### config.mk
export PLATFORM = sky130hd
export DESIGN_NAME = shared_adder43_scheduler
export DESIGN_NICKNAME = d
export VERILOG_FILES = /design/src/rtl/shared_adder43_scheduler.sv
export SDC_FILE = /design/constraint.sdc
export NUM_CORES = 1
export LEC_CHECK = 0
export CAP_MARGIN = 10
export CORE_MARGIN = 2
export CORE_UTILIZATION = 25
export CTS_CLUSTER_SIZE = 25
export DETAILED_ROUTE_END_ITERATION = 8
export HOLD_SLACK_MARGIN = 0.03
export MAX_ROUTING_LAYER = met4
export PLACE_DENSITY_LB_ADDON = 0.12
export RECOVER_POWER = 100
export SLEW_MARGIN = 20
export SYNTH_ARGS = -nofsm -noshare
export SYNTH_HDL_FRONTEND = slang
export SYNTH_SLANG_ARGS = --single-unit
### constraint.sdc
create_clock -name clk -period 3.1 [get_ports clk]
set_input_delay 0.465 -clock clk [delete_from_list [all_inputs] [get_ports clk]]
set_output_delay 0.465 -clock clk [all_outputs]
set_load 0.03 [all_outputs]
### src/rtl/shared_adder43_scheduler.sv
// Round-robin scheduler that time-shares one external combinational adder
// among NUM_REQ requesters. Operands and result are registered; the adder
// inputs are driven only from the operand registers.
// Optional feature: define SHARED_ADDER_PERF_EN to add perf_ops/perf_stall counters.
module shared_adder43_scheduler #(
  parameter int unsigned NUM_REQ = 4,
  parameter int unsigned A_W     = 43,
  parameter int unsigned B_W     = 7,
  parameter int unsigned ID_W    = 2
) (
  input  logic                   clk,
  input  logic                   rst,
  input  logic [NUM_REQ-1:0]     req_valid,
  output logic [NUM_REQ-1:0]     req_ready,
  input  logic [NUM_REQ*A_W-1:0] req_a,
  input  logic [NUM_REQ*B_W-1:0] req_b,
  output logic [A_W-1:0]         add_a,
  output logic [B_W-1:0]         add_b,
  input  logic [A_W:0]           add_sum,
  output logic                   rsp_valid,
  input  logic                   rsp_ready,
  output logic [ID_W-1:0]        rsp_id,
  output logic [A_W:0]           rsp_sum,
`ifdef SHARED_ADDER_PERF_EN
  output logic [31:0]            perf_ops,
  output logic [31:0]            perf_stall,
`endif
  output logic                   busy
);

  typedef enum logic [1:0] {StIdle, StCompute, StHold} state_e;

  state_e          state_q, state_d;
  logic [ID_W-1:0] rr_ptr_q, rr_ptr_d;
  logic [A_W-1:0]  op_a_q, op_a_d;
  logic [B_W-1:0]  op_b_q, op_b_d;
  logic [ID_W-1:0] op_id_q, op_id_d;
  logic            rsp_valid_q, rsp_valid_d;
  logic [ID_W-1:0] rsp_id_q, rsp_id_d;
  logic [A_W:0]    rsp_sum_q, rsp_sum_d;

  logic            arb_en;
  logic            grant_vld;
  logic [ID_W-1:0] grant_idx;
  logic            grant;
  logic [ID_W-1:0] cand;

  // Find the first valid requester at or after rr_ptr, wrapping around.
  always_comb begin
    grant_vld = 1'b0;
    grant_idx = '0;
    cand      = '0;
    for (int unsigned i = 0; i < NUM_REQ; i++) begin
      cand = ID_W'((32'(rr_ptr_q) + i) % NUM_REQ);
      if (!grant_vld && req_valid[cand]) begin
        grant_vld = 1'b1;
        grant_idx = cand;
      end
    end
  end

  // Arbitrate in IDLE, or in HOLD once the pending response retires.
  // Gated by rst so req_ready stays low while reset is held.
  always_comb begin
    arb_en    = !rst && ((state_q == StIdle) || ((state_q == StHold) && rsp_ready));
    grant     = arb_en && grant_vld;
    req_ready = grant ? (NUM_REQ'(1) << grant_idx) : '0;
  end

  // Next-state logic for the FSM, operand and response registers.
  always_comb begin
    state_d     = state_q;
    rr_ptr_d    = rr_ptr_q;
    op_a_d      = op_a_q;
    op_b_d      = op_b_q;
    op_id_d     = op_id_q;
    rsp_valid_d = rsp_valid_q;
    rsp_id_d    = rsp_id_q;
    rsp_sum_d   = rsp_sum_q;

    unique case (state_q)
      StIdle: begin
        if (grant) state_d = StCompute;
      end
      StCompute: begin
        rsp_sum_d   = add_sum;
        rsp_id_d    = op_id_q;
        rsp_valid_d = 1'b1;
        state_d     = StHold;
      end
      StHold: begin
        if (rsp_ready) begin
          rsp_valid_d = 1'b0;
          state_d     = grant ? StCompute : StIdle;
        end
      end
      default: state_d = StIdle;
    endcase

    if (grant) begin
      op_a_d   = req_a[32'(grant_idx) * A_W +: A_W];
      op_b_d   = req_b[32'(grant_idx) * B_W +: B_W];
      op_id_d  = grant_idx;
      rr_ptr_d = ID_W'((32'(grant_idx) + 1) % NUM_REQ);
    end
  end

  // State registers; reset drops any in-flight or held operation.
  always_ff @(posedge clk or posedge rst) begin
    if (rst) begin
      state_q     <= StIdle;
      rr_ptr_q    <= '0;
      op_a_q      <= '0;
      op_b_q      <= '0;
      op_id_q     <= '0;
      rsp_valid_q <= 1'b0;
      rsp_id_q    <= '0;
      rsp_sum_q   <= '0;
    end else begin
      state_q     <= state_d;
      rr_ptr_q    <= rr_ptr_d;
      op_a_q      <= op_a_d;
      op_b_q      <= op_b_d;
      op_id_q     <= op_id_d;
      rsp_valid_q <= rsp_valid_d;
      rsp_id_q    <= rsp_id_d;
      rsp_sum_q   <= rsp_sum_d;
    end
  end

`ifdef SHARED_ADDER_PERF_EN
  logic [31:0] perf_ops_q, perf_ops_d;
  logic [31:0] perf_stall_q, perf_stall_d;

  // Counters wrap naturally at 2^32.
  always_comb begin
    perf_ops_d   = perf_ops_q + 32'(grant);
    perf_stall_d = perf_stall_q + 32'((state_q == StHold) && !rsp_ready);
  end

  // Performance counter registers.
  always_ff @(posedge clk or posedge rst) begin
    if (rst) begin
      perf_ops_q   <= '0;
      perf_stall_q <= '0;
    end else begin
      perf_ops_q   <= perf_ops_d;
      perf_stall_q <= perf_stall_d;
    end
  end

  assign perf_ops   = perf_ops_q;
  assign perf_stall = perf_stall_q;
`endif

  assign add_a     = op_a_q;
  assign add_b     = op_b_q;
  assign rsp_valid = rsp_valid_q;
  assign rsp_id    = rsp_id_q;
  assign rsp_sum   = rsp_sum_q;
  assign busy      = (state_q != StIdle);

endmodule
==> impl_metrics.ini <==
[critical_path]
path_cells = dlygate4sd3_1, nor4_1, buf_4, nor4_1, buf_4, and3_1, clkbuf_2
start_kind = input pin
worstSetupEndpointType = primary output
cp_max_fo = 8
critPathKind = in -> out
cpMaxStageDelayCell = dlygate4sd3_1
cp_data_required_time_ns = 2.63
cpPeakStageDelay_ns = 0.66
worstPathArrival_ns = 2.33

[clock_network]
clk_pin_slew_ns = 0.07
cts_tree = built
numCtsBuffers = 9
clock_sinks = 103
clockBufferDepth = 2
h-tree-depth = 3
cts_root_buf = clkbuf_16
cts_resized = 0
clk_latency_ns = 0.34
hold_buffers = 0
cts_setup_buffers = 0

[placed_design]
dpl.cell_count = 1000
place_congestion = 0.775
hpwl_um = 13700
port_buffers = 352
dpl_worst_slack_ns = 0.336
placed_cell_area_mm2 = 0.00855

[hold_path]
hold_path_class = reg -> reg

[cells_and_area]
num-fill-cells = 1723
final_cell_count_no_fill = 1016
synthToLayoutAreaGrowth_pct = 84.6
layout_common_cells = 247 x clkdlybuf4s50_1, 103 x dfrtp_1, 101 x dlygate4sd3_1, 55 x nor2_1, 55 x nand2_1
multi_input_area_mm2 = 0.00197
register_area_mm2 = 0.00258
final_common_cell = clkdlybuf4s50_1
final_layout_size_suffix_gt1_frac = 0.108
fin_util = 0.471
final_area_mm2 = 0.00882
final_nets = 1028

[power]
p_seq_frac = 0.301
comb_power_share = 0.543
sw_frac_of_total = 0.425
ir_drop_v = 0.000337
p_sw_mw = 3.16
p_int_mw = 4.28
leakagePower_nw = 3.40
power_frac_clock = 0.156
power_mw = 7.44
p_per_area_mw_per_mm2 = 843

[synth]
syn-cell-area_mm2 = 0.00477
ys_warn_count = 0
synth_top_area_frac = 0.540
synth_area_leaders = dfrtp_1 54%, mux2_2 11%, a222oi_1 10%
ys_seq_elements = 103
yosysTopAreaCell = dfrtp_1
netlist-cell-type-count = 29
synth_area_per_cell_um2 = 10.8
syn_inst = 442
synth-seq-area-share = 0.540
syn_nets = 693

[sta]
worst_clock_skew_ns = 0.00974
rsz0062_at_grt = no
drv_slew = 66
worst_slew_pin_slew_ns = 1.72
setup-tns-final_ns = 0
relSlewSlack = -0.148
fin_crit_ns = 2.80
layout_setup_ws_ns = 0.304
holdWs_ns = 0.502
finalHoldViolations = 0
timing.final.crit_share = 0.902
fmax_mhz = 358
setup_viol = 0

[global_route]
grt.met1_usage = 0.199
grt_pass1_vias = 5085
grt_usage = 0.182
grt.busiest_layer = met2
grt_use_met3 = 0.0511
grt-ovfl-total = 0
grt_use_met2 = 0.322
grt_pass1_wl_um = 27600
antenna_found_initial = 1
grt_max_degree = 66

[job]
cap_violations = 1

[detailed_routing]
first_pass_iters = 9
avgViaCountPerCell = 4.89
drcViolationCount = 4
antenna_left = 0
num_vias = 4970
wl_per_cell_um = 18.1
drt-total-wl_um = 18400
drt_iter0_markers = 290

[floorplan]
pin_count = 353
die_x_um = 142
coreArea_mm2 = 0.0187
die_h_um = 142
rows = 50
start_util = 0.255
dieArea_mm2 = 0.0202

[outcome]
violations = DRC, capacitance limit, slew limit
status = finished with violations
## metal layers
layer	routed length, um	vias up
li1	-	2355
met5	0	-
met1	6840	2350
met2	9520	246
met4	303	0
met3	1740	19
## state kept, by name, summed over array words and instances (netlist names)
name / count
rsp_sum: 44
add_a: 43
add_b: 7
op_id_q: 2
rr_ptr_q: 2
rsp_id: 2
state_q: 2
rsp_valid: 1
## power groups by stage
stage,sequential (mW),clock (mW),combinational [mW]
final,2.24,1.16,4.04
after global routing,2.33,1.25,4.32
after CTS,2.28,1.20,4.31
after detailed placement,2.29,0,4.31
after global placement,2.26,0,4.28
after floorplan,3.40,0,1.26
## cells in the mapped netlist, drive strengths merged
master	instances
nor3	2
o31a	1
nor4	2
a31oi	51
nand2b	2
nor2b	1
dfrtp	103
buf	12
and3	1
nor2	55
clkbuf	29
and2b	1
a221oi	1
o21bai	1
o211a	1
inv	9
a211oi	2
mux2	46
a21oi	7
nand2	55
and2	1
a211o	1
or2	1
o21ai	5
o21a	1
a21o	1
a222oi	50
## logic make-up (layout without fill, tap and decap cells)
logic type,count (synthesis),in the layout,synth area share
compound gates,122,122,0.201
buf+inv,50,389,0.0503
flops,103,103,0.540
mux,46,46,0.108
other cells,0,1,0
simple gates,121,121,0.101
## area by class of cell
class,count,area share
inverter,9,0.00426
sequential,103,0.292
tap,234,0.0332
timing repair buffer,365,0.414
multi-input combinational,289,0.223
clock inverter,6,0.00766
antenna,1,0.000284
clock buffer,9,0.0255
## final timing paths
| path | start | to | slack [ns] | cells past startpoint |
|---|---|---|---|---|
| setup / recovery | req_valid[2] | req_ready[3] | 0.30 | 7 |
| hold / removal | rsp_sum[18] | rsp_sum[18] | 0.50 | 1 |
| setup reg to reg | state_q[0] | rsp_sum[15] | 0.65 | 4 |
| hold reg to reg | rsp_sum[18] | rsp_sum[18] | 0.50 | 1 |
| max in group asynchronous | rst | rsp_sum[22] | 0.80 | 3 |
| min in group asynchronous | rst | rsp_id[1] | 0.78 | 3 |
## critical path, delay by kind of cell
kind | cells | cell delay (ns)
AND/OR/NAND/NOR | 3 | 0.66
buffers and inverters | 4 | 1.22
Power figures use the tool's default switching activity.
